**src/rtl/gtfmac_vnc_reset_sequencer_pkg.sv**
```systemverilog
// gtfmac_vnc_rst_seq_pkg: shared state encoding and counter sizing for the reset sequencer
package gtfmac_vnc_rst_seq_pkg;
  typedef enum logic [1:0] {ASSERT, WAIT_ACK, GAP, RUN} rst_seq_state_t;
  function automatic int cnt_w(input int v);
    return $clog2(v) + 1;
  endfunction
  function automatic int dbg_stg_w(input int n);
    return $clog2(n + 1);
  endfunction
endpackage

```
**src/rtl/gtfmac_vnc_sync_level.sv**
```systemverilog
// gtfmac_vnc_sync_level: multi-flop level synchronizer, cleared by the async reset
module gtfmac_vnc_sync_level #(
  parameter int WIDTH    = 1,
  parameter int SYNC_LEN = 3
) (
  input  logic             clk,
  input  logic             reset_async,
  input  logic [WIDTH-1:0] d_i,
  output logic [WIDTH-1:0] q_o
);
  (* ASYNC_REG = "TRUE" *) logic [SYNC_LEN-1:0][WIDTH-1:0] sync_q;
  // shift the raw level through SYNC_LEN flops
  always_ff @(posedge clk or negedge reset_async)
    if (!reset_async) sync_q <= '0;
    else sync_q <= {sync_q[SYNC_LEN-2:0], d_i};
  assign q_o = sync_q[SYNC_LEN-1];
endmodule

```
**src/rtl/gtfmac_vnc_reset_sequencer.sv**
```systemverilog
// gtfmac_vnc_reset_sequencer: staged reset release with ack wait; GTFMAC_VNC_RST_SEQ_DBG_EN adds debug counters
module gtfmac_vnc_reset_sequencer
  import gtfmac_vnc_rst_seq_pkg::*;
#(
  parameter int NUM_STAGES  = 3,
  parameter int HOLD_CYCLES = 16,
  parameter int STAGE_GAP   = 8,
  parameter int ACK_TIMEOUT = 1024,
  parameter int SYNC_LEN    = 3
) (
  input  logic                  clk,
  input  logic                  reset_async,
  input  logic                  rst_req,
  input  logic                  lock,
  input  logic [NUM_STAGES-1:0] stage_ack,
  output logic [NUM_STAGES-1:0] reset_n_out,
  output logic                  busy,
  output logic                  done,
  output logic                  timeout_err
`ifdef GTFMAC_VNC_RST_SEQ_DBG_EN
  ,
  output logic [15:0]                          dbg_seq_cnt,
  output logic [dbg_stg_w(NUM_STAGES)-1:0]     dbg_to_stage
`endif
);
  localparam int HOLD_W = cnt_w(HOLD_CYCLES);
  localparam int TO_W   = cnt_w(ACK_TIMEOUT);
  localparam int GAP_W  = cnt_w(STAGE_GAP);
  localparam int STG_W  = cnt_w(NUM_STAGES);
  localparam logic [HOLD_W-1:0] HOLD_LAST = HOLD_W'(HOLD_CYCLES - 1);
  localparam logic [TO_W-1:0]   TO_LAST   = TO_W'(ACK_TIMEOUT - 1);
  localparam logic [GAP_W-1:0]  GAP_LAST  = GAP_W'(STAGE_GAP - 1);
  localparam logic [STG_W-1:0]  STG_LAST  = STG_W'(NUM_STAGES - 1);

  rst_seq_state_t state_q, state_d;
  logic [HOLD_W-1:0]     hold_q, hold_d;
  logic [TO_W-1:0]       to_q, to_d;
  logic [GAP_W-1:0]      gap_q, gap_d;
  logic [STG_W-1:0]      stg_q, stg_d, stg_nxt;
  logic [NUM_STAGES-1:0] rn_q, rn_d, ack_s, nxt_bit;
  logic                  terr_q, terr_d, lock_s, ack_hit;

  gtfmac_vnc_sync_level #(.WIDTH(1), .SYNC_LEN(SYNC_LEN)) u_lock_sync (
    .clk(clk), .reset_async(reset_async), .d_i(lock), .q_o(lock_s)
  );
  gtfmac_vnc_sync_level #(.WIDTH(NUM_STAGES), .SYNC_LEN(SYNC_LEN)) u_ack_sync (
    .clk(clk), .reset_async(reset_async), .d_i(stage_ack), .q_o(ack_s)
  );

  assign ack_hit = |(ack_s & (NUM_STAGES'(1) << stg_q));
  assign stg_nxt = stg_q + STG_W'(1);
  assign nxt_bit = NUM_STAGES'(1) << stg_nxt;

  // next state: rst_req beats lock loss, which beats ack/timeout/gap expiry
  always_comb begin
    state_d = state_q;
    hold_d  = hold_q;
    to_d    = to_q;
    gap_d   = gap_q;
    stg_d   = stg_q;
    rn_d    = rn_q;
    terr_d  = terr_q;
    if (rst_req) begin
      state_d = ASSERT;
      rn_d    = '0;
      hold_d  = '0;
      terr_d  = 1'b0;
    end else if (state_q != ASSERT && !lock_s) begin
      state_d = ASSERT;
      rn_d    = '0;
      hold_d  = '0;
    end else begin
      case (state_q)
        ASSERT: begin
          hold_d = lock_s ? hold_q + HOLD_W'(hold_q != '1) : '0;
          if (lock_s && hold_q == HOLD_LAST) begin
            state_d = WAIT_ACK;
            stg_d   = '0;
            rn_d    = NUM_STAGES'(1);
            to_d    = '0;
          end
        end
        WAIT_ACK: begin
          to_d = to_q + TO_W'(to_q != '1);
          if (ack_hit) begin
            if (stg_q == STG_LAST) state_d = RUN;
            else if (STAGE_GAP == 0) begin
              stg_d = stg_nxt;
              rn_d  = rn_q | nxt_bit;
              to_d  = '0;
            end else begin
              state_d = GAP;
              gap_d   = '0;
            end
          end else if (to_q == TO_LAST) begin
            state_d = ASSERT;
            rn_d    = '0;
            hold_d  = '0;
            terr_d  = 1'b1;
          end
        end
        GAP: begin
          gap_d = gap_q + GAP_W'(gap_q != '1);
          if (gap_q == GAP_LAST) begin
            state_d = WAIT_ACK;
            stg_d   = stg_nxt;
            rn_d    = rn_q | nxt_bit;
            to_d    = '0;
          end
        end
        default: ;
      endcase
    end
  end

  // sequencer state and registered reset outputs
  always_ff @(posedge clk or negedge reset_async)
    if (!reset_async) begin
      state_q <= ASSERT;
      hold_q  <= '0;
      to_q    <= '0;
      gap_q   <= '0;
      stg_q   <= '0;
      rn_q    <= '0;
      terr_q  <= 1'b0;
    end else begin
      state_q <= state_d;
      hold_q  <= hold_d;
      to_q    <= to_d;
      gap_q   <= gap_d;
      stg_q   <= stg_d;
      rn_q    <= rn_d;
      terr_q  <= terr_d;
    end

  assign reset_n_out = rn_q;
  assign busy        = state_q != RUN;
  assign done        = state_q == RUN;
  assign timeout_err = terr_q;

`ifdef GTFMAC_VNC_RST_SEQ_DBG_EN
  logic to_hit;
  assign to_hit = state_q == WAIT_ACK && !rst_req && lock_s && !ack_hit && to_q == TO_LAST;
  // debug history survives rst_req; only reset_async clears it
  always_ff @(posedge clk or negedge reset_async)
    if (!reset_async) begin
      dbg_seq_cnt  <= '0;
      dbg_to_stage <= '0;
    end else begin
      dbg_seq_cnt  <= dbg_seq_cnt + 16'(state_d == RUN && state_q != RUN && dbg_seq_cnt != '1);
      dbg_to_stage <= to_hit ? dbg_stg_w(NUM_STAGES)'(stg_q) : dbg_to_stage;
    end
`endif
endmodule

```
**config.mk**
```make
export PLATFORM = sky130hd
export DESIGN_NAME = gtfmac_vnc_reset_sequencer
export DESIGN_NICKNAME = d
export VERILOG_FILES = /design/src/rtl/gtfmac_vnc_reset_sequencer_pkg.sv /design/src/rtl/gtfmac_vnc_sync_level.sv /design/src/rtl/gtfmac_vnc_reset_sequencer.sv
export SDC_FILE = /design/constraint.sdc
export NUM_CORES = 1
export LEC_CHECK = 0
export CORE_MARGIN = 1
export CORE_UTILIZATION = 30
export CTS_CLUSTER_SIZE = 16
export DETAILED_ROUTE_END_ITERATION = 6
export PLACE_DENSITY = 0.43
export SLEW_MARGIN = 25
export SYNTH_ARGS = -nofsm -noshare
export SYNTH_HDL_FRONTEND = slang
export SYNTH_SLANG_ARGS = --single-unit
export TNS_END_PERCENT = 10
```
**constraint.sdc**
```tcl
create_clock -name clk -period 4.1 [get_ports clk]
set_clock_uncertainty 0.15 [all_clocks]
set_input_delay 0.615 -clock clk [delete_from_list [all_inputs] [get_ports clk]]
set_output_delay 0.615 -clock clk [all_outputs]
set_load 0.01 [all_outputs]
```
=== Word-level counts from Yosys, hierarchy flattened ===
Index checks and enable logic that the tools add are counted.

* Add/subtract/negate cells: 4
* Bitwise operators: 4
* Mux-type cells: 35
* Equality and inequality tests: 22
* Shift operators: 2
* Reduce and logical (&&, ||, !) cells: 20

{| class="wikitable"
|+ Operators with widths
! cell !! count
|-
| one-hot mux 11 bit (3 select lines) || 1
|-
| two-way mux 5 bit || 5
|-
| two-way mux 3 bit || 8
|-
| two-way mux 11 bit || 2
|-
| != test 4 bit (second input constant) || 5
|-
| AND reduction 5 bit || 4
|-
| != test 2 bit (second input constant) || 7
|-
| two-way mux 2 bit || 6
|-
| adder 11 x 1 -> 11 bit || 1
|-
| == test 11 x 10 -> 1 bit (second input constant) || 1
|-
| != test 11 bit (second input constant) || 1
|-
| != test 5 bit (second input constant) || 2
|-
| one-hot mux 5 bit (2 select lines) || 1
|-
| nonzero test 2 bit || 5
|-
| one-hot mux 3 bit (3 select lines) || 1
|-
| two-way mux 4 bit || 2
|-
| one-hot mux 4 bit (2 select lines) || 1
|-
| AND reduction 4 bit || 2
|-
| two-way mux 1 bit || 6
|-
| one-hot mux 2 bit (3 select lines) || 1
|-
| one-hot mux 3 bit (2 select lines) || 1
|-
| << shifter 1 x 3 -> 3 bit (first input constant) || 2
|-
| adder 5 x 1 -> 5 bit || 1
|-
| == test 5 x 4 -> 1 bit (second input constant) || 1
|-
| 17 further kinds || 20
|}

* Logic and storage cells: 100
* Output and inout bits: 6
* Input port bits: 7
* Register bits after elaboration: 41

=== Longest topological paths before layout ===
* Depth in word-level cells: 7
* Depth in mapped cells: 11
* Mapped depth without buffers: 10

=== Modules after synthesis ===
From an unflattened synthesis, not the netlist that was laid out.

* Cells, all modules: 208
* Area, all modules: 2169.6 sq um

{| class="wikitable"
|+ Modules (own cells, without submodules)
! module !! cells each !! instances !! sequential area each (sq um) !! area each (sq um)
|-
| gtfmac_vnc_reset_sequencer || 193 || 1 || 725.7 || 1846.8
|-
| gtfmac_vnc_sync_level (u_ack_sync) || 12 || 1 || 225.2 || 247.7
|-
| gtfmac_vnc_sync_level (u_lock_sync) || 3 || 1 || 75.1 || 75.1
|}

=== Worst setup path before layout ===
OpenSTA, ideal clock, no wires.

* Path type: register to register
* Start: reg to_q[2]
* End: reg to_q[8]
* Arrival time: 1855 ps
* Required time: 3840 ps
* Clock period less this slack: 2115 ps
* Setup time: 110 ps
* Path slack: 1985 ps
* Cell stages (with the launch flop): 11
* Path buffers: 0
* Cell sequence: dfrtp_1 -> nand4_2 -> nor2_1 -> nand4_1 -> ha_1 -> ha_1 -> and3_2 -> nand3_1 -> o21a_1 -> o21ai_0 -> o41ai_1

* Longest elaborated chain between the ends: 3

{| class="wikitable"
|+ RTL lines
! element !! line !! text
|-
| start, declared || gtfmac_vnc_reset_sequencer.sv:37 || <nowiki>logic [TO_W-1:0] to_q, to_d;</nowiki>
|-
| start signal, assigned || gtfmac_vnc_reset_sequencer.sv:129 || <nowiki>to_q <= to_d;</nowiki>
|-
| != test 11 bit || gtfmac_vnc_reset_sequencer.sv:84 || <nowiki>to_d = to_q + TO_W'(to_q != '1);</nowiki>
|-
| adder 11 x 1 -> 11 bit * || gtfmac_vnc_reset_sequencer.sv:84 ||
|-
| one-hot mux 11 bit (3 select lines) * || gtfmac_vnc_reset_sequencer.sv:73 || <nowiki>case (state_q)</nowiki>
|}

Every way passes the cells marked *; elsewhere a longest branch is shown, timed or not.
A chain may end at the register's enable or synchronous reset.

=== Worst setup path in the final report ===
* Start: reg state_q[0]
* End: out busy

* Longest elaborated chain between the ends: 1

{| class="wikitable"
|+ RTL lines
! element !! line !! text
|-
| start, declared || gtfmac_vnc_reset_sequencer.sv:35 || <nowiki>rst_seq_state_t state_q, state_d;</nowiki>
|-
| start signal, assigned || gtfmac_vnc_reset_sequencer.sv:127 || <nowiki>state_q <= state_d;</nowiki>
|-
| != test 2 bit || gtfmac_vnc_reset_sequencer.sv:137 || <nowiki>assign busy = state_q != RUN;</nowiki>
|-
| end, declared || gtfmac_vnc_reset_sequencer.sv:17 || <nowiki>output logic busy,</nowiki>
|}

No other way between the ends.

==> flow_summary.yaml <==
critical_path:
  critPathRequiredTime_ns: 3.34
  crit_end: "busy"
  crit_start: "state_q[0]$_DFFE_PN0P_"
  crit_path_max_fanout: 4
  setup.worst_path.end_class: "output pin"
  worstSetupStartpointType: "flop"
  critPathArrivalTime_ns: 1.64
  reg2reg_depth: 8
  worstReg2RegStart: "state_q[1]$_DFFE_PN0P_"
  r2r_slack_ns: 1.70
  r2r_end: "to_q[3]$_DFFE_PN0P_"
  critPathKind: "reg2out"
yosys:
  avgSynthCellArea_um2: 10.1
  ys_warn_count: 0
  yosysMostFrequentCell: "dfrtp_1"
  synth_nets: 234
  synth_area_leaders: "dfrtp_1 (48%), ha_1 (9.4%), o21ai_0 (4.5%)"
  ys_seq_area_frac: 0.481
  ys_ff_latch: 41
  synth_top_cell_by_area: "dfrtp_1"
  synth_cells: 211
  synth_edf_count: 0
  synth_top_area_frac: 0.481
  async_reset_ff_frac: 1.00
  synthDistinctLibCells: 48
  synth-main-ff-cell: "dfrtp_1"
  synth_area_mm2: 0.00213
  synth_common_cells: "dfrtp_1 (41), nand2_1 (21), o21ai_0 (19), ha_1 (16)"
floorplanning:
  die_x_um: 86.3
  core_region_area_mm2: 0.00683
  start_util: 0.312
  die_area_mm2: 0.00745
  placementRows: 30
  pin_count: 13
  die_y_um: 86.3
global_routing:
  overflow: 0
  antenna_found_initial: 0
  grt_pass1_vias: 1567
  grt_start_max_net_pins: 42
  gr-usage-all-layers: 0.135
  grt_pass1_wl_mm: 7.68
placement:
  io_buffers: 12
  place_congestion: 0.758
  place_ws_ns: 1.56
  dp.cells: 316
  dp_hpwl_mm: 3.10
  place_area_mm2: 0.00235
cells_and_area:
  final_cell_area_mm2: 0.00245
  fin_cells: 324
  drive_gt1_frac: 0.0877
  antenna_cells: 0
  utilization: 0.358
  nets: 250
  syn2layout_area_growth_pct: 14.7
clock_network:
  clock_latency_ns: 0.30
  cts_tree: "done"
  clock-sinks: 41
  htree_levels: 2
  cts_buffer_depth: 2
  cts_setup_buffers: 0
  postCtsHoldBufs: 0
  root_buffer: "clkbuf_8"
  clkTransAtPathRegs_ns: 0.09
  cts-buffers-inserted: 5
  ctsResizeCount: 0
min_path:
  hp-class: "in2async"
sta:
  grt_setup_unrepaired: "no"
  fin_ws_ns: 1.70
  fin_crit_sh: 0.587
  fin_tns_setup_ns: 0
  min_period_ns: 2.40
  holdWs_ns: 0.144
  relSlewSlack: 0.646
  max_slew.worst_pin.slew_ns: 0.532
  setup_viol: 0
  maxSlewViolCount: 0
  hold_viol: 0
  fmax_mhz: 416
status:
  status: "finished clean"
route:
  wl_per_cell_um: 13.5
  first_pass_iters: 4
  detail-route-antenna-nets: 0
  vias_per_cell: 4.89
  wirelength_mm: 4.36
  drt_iter0_markers: 87
  post-route-drc-count: 0
  via_count: 1583
power_and_ir_drop:
  irDropWorstVdd_mv: 0.177
  p_total_mw: 1.22
  p_leak_nw: 1.03
  p_per_area_mw_per_mm2: 497
flow_run:
  max_cap_viol_count: 0
[critical path, stage by stage (launching register included)]
cell,delay [ns]
dfrtp_1,0.42
ha_1,0.23
inv_1,0.14
clkdlybuf4s50_1,0.56
[worst min-delay path by stage]
stage	from	end	slack, ns	cells after the start
5_1_grt	reset_async	to_q[10]$_DFFE_PN0P_	0.18	1
3_3_place_gp	u_ack_sync.sync_q[0]$_DFF_PN0_	u_ack_sync.sync_q[3]$_DFF_PN0_	0.18	0
2_1_floorplan	reset_async	gap_q[0]$_DFFE_PN0P_	0.17	0
4_1_cts	u_lock_sync.sync_q[0]$_DFF_PN0_	u_lock_sync.sync_q[1]$_DFF_PN0_	0.21	0
3_5_place_dp	u_ack_sync.sync_q[0]$_DFF_PN0_	u_ack_sync.sync_q[3]$_DFF_PN0_	0.18	0
6_report	reset_async	to_q[8]$_DFFE_PN0P_	0.14	1
[cell usage in the layout, fill, tap and decap left out, types with 2 or more instances in the layout]
cell type and count:
dfrtp_1 41, nand2_1 21, o21ai_0 19, ha_1 16
clkdlybuf4s50_1 11, inv_1 10, nor2_1 10, nand3_1 9
a21oi_1 9, nand4_1 8, o31ai_1 8, nor3_1 5
clkbuf_8 5, and3_1 4, and2_1 3, o21ai_1 3
o21a_1 3, a32o_1 3, buf_4 3, o21bai_1 2
or4_1 2, nor2b_1 2, o41ai_1 2, nand3b_1 2
[state kept, by name, summed over array words and instances (netlist names), 3 cells and up]
name / count
hold_q: 5
stg_q: 3
gap_q: 4
u_ack_sync.sync_q: 6
to_q: 11
u_ack_sync.q_o: 3
reset_n_out: 3
[per-layer routing]
layer,share of wire,vias up,track usage
met5,0,-,0
met4,0.014,0,0.0500
met2,0.44,16,0.203
met3,0.028,7,0.0333
li1,-,815,-
met1,0.52,745,0.188
[area by class of cell]
class	count	area, µm²
fill	714	4380
multi-input combinational	154	1030
sequential	41	1030
timing repair buffer	14	133
tap	96	120
clock buffer	5	68.8
inverter	11	41.3
clock inverter	3	25.0
[report_power, final]
part           switching (mW)  internal (mW)
combinational           0.247          0.170
clock                   0.158          0.123
sequential             0.0583          0.460
total                   0.463          0.753
[logic make-up (layout without fill, tap and decap cells)]
group / count (synthesis) / count (layout) / synth area share
AND/OR/NAND/NOR: 76 / 76 / 0.196
AO/OA/AOI/OAI: 61 / 61 / 0.189
flip-flops: 41 / 41 / 0.481
adder cells (fa/ha/maj): 16 / 16 / 0.0938
buffers and inverters: 16 / 33 / 0.0346
multiplexers: 1 / 1 / 0.00528
Power figures use the tool's default switching activity.
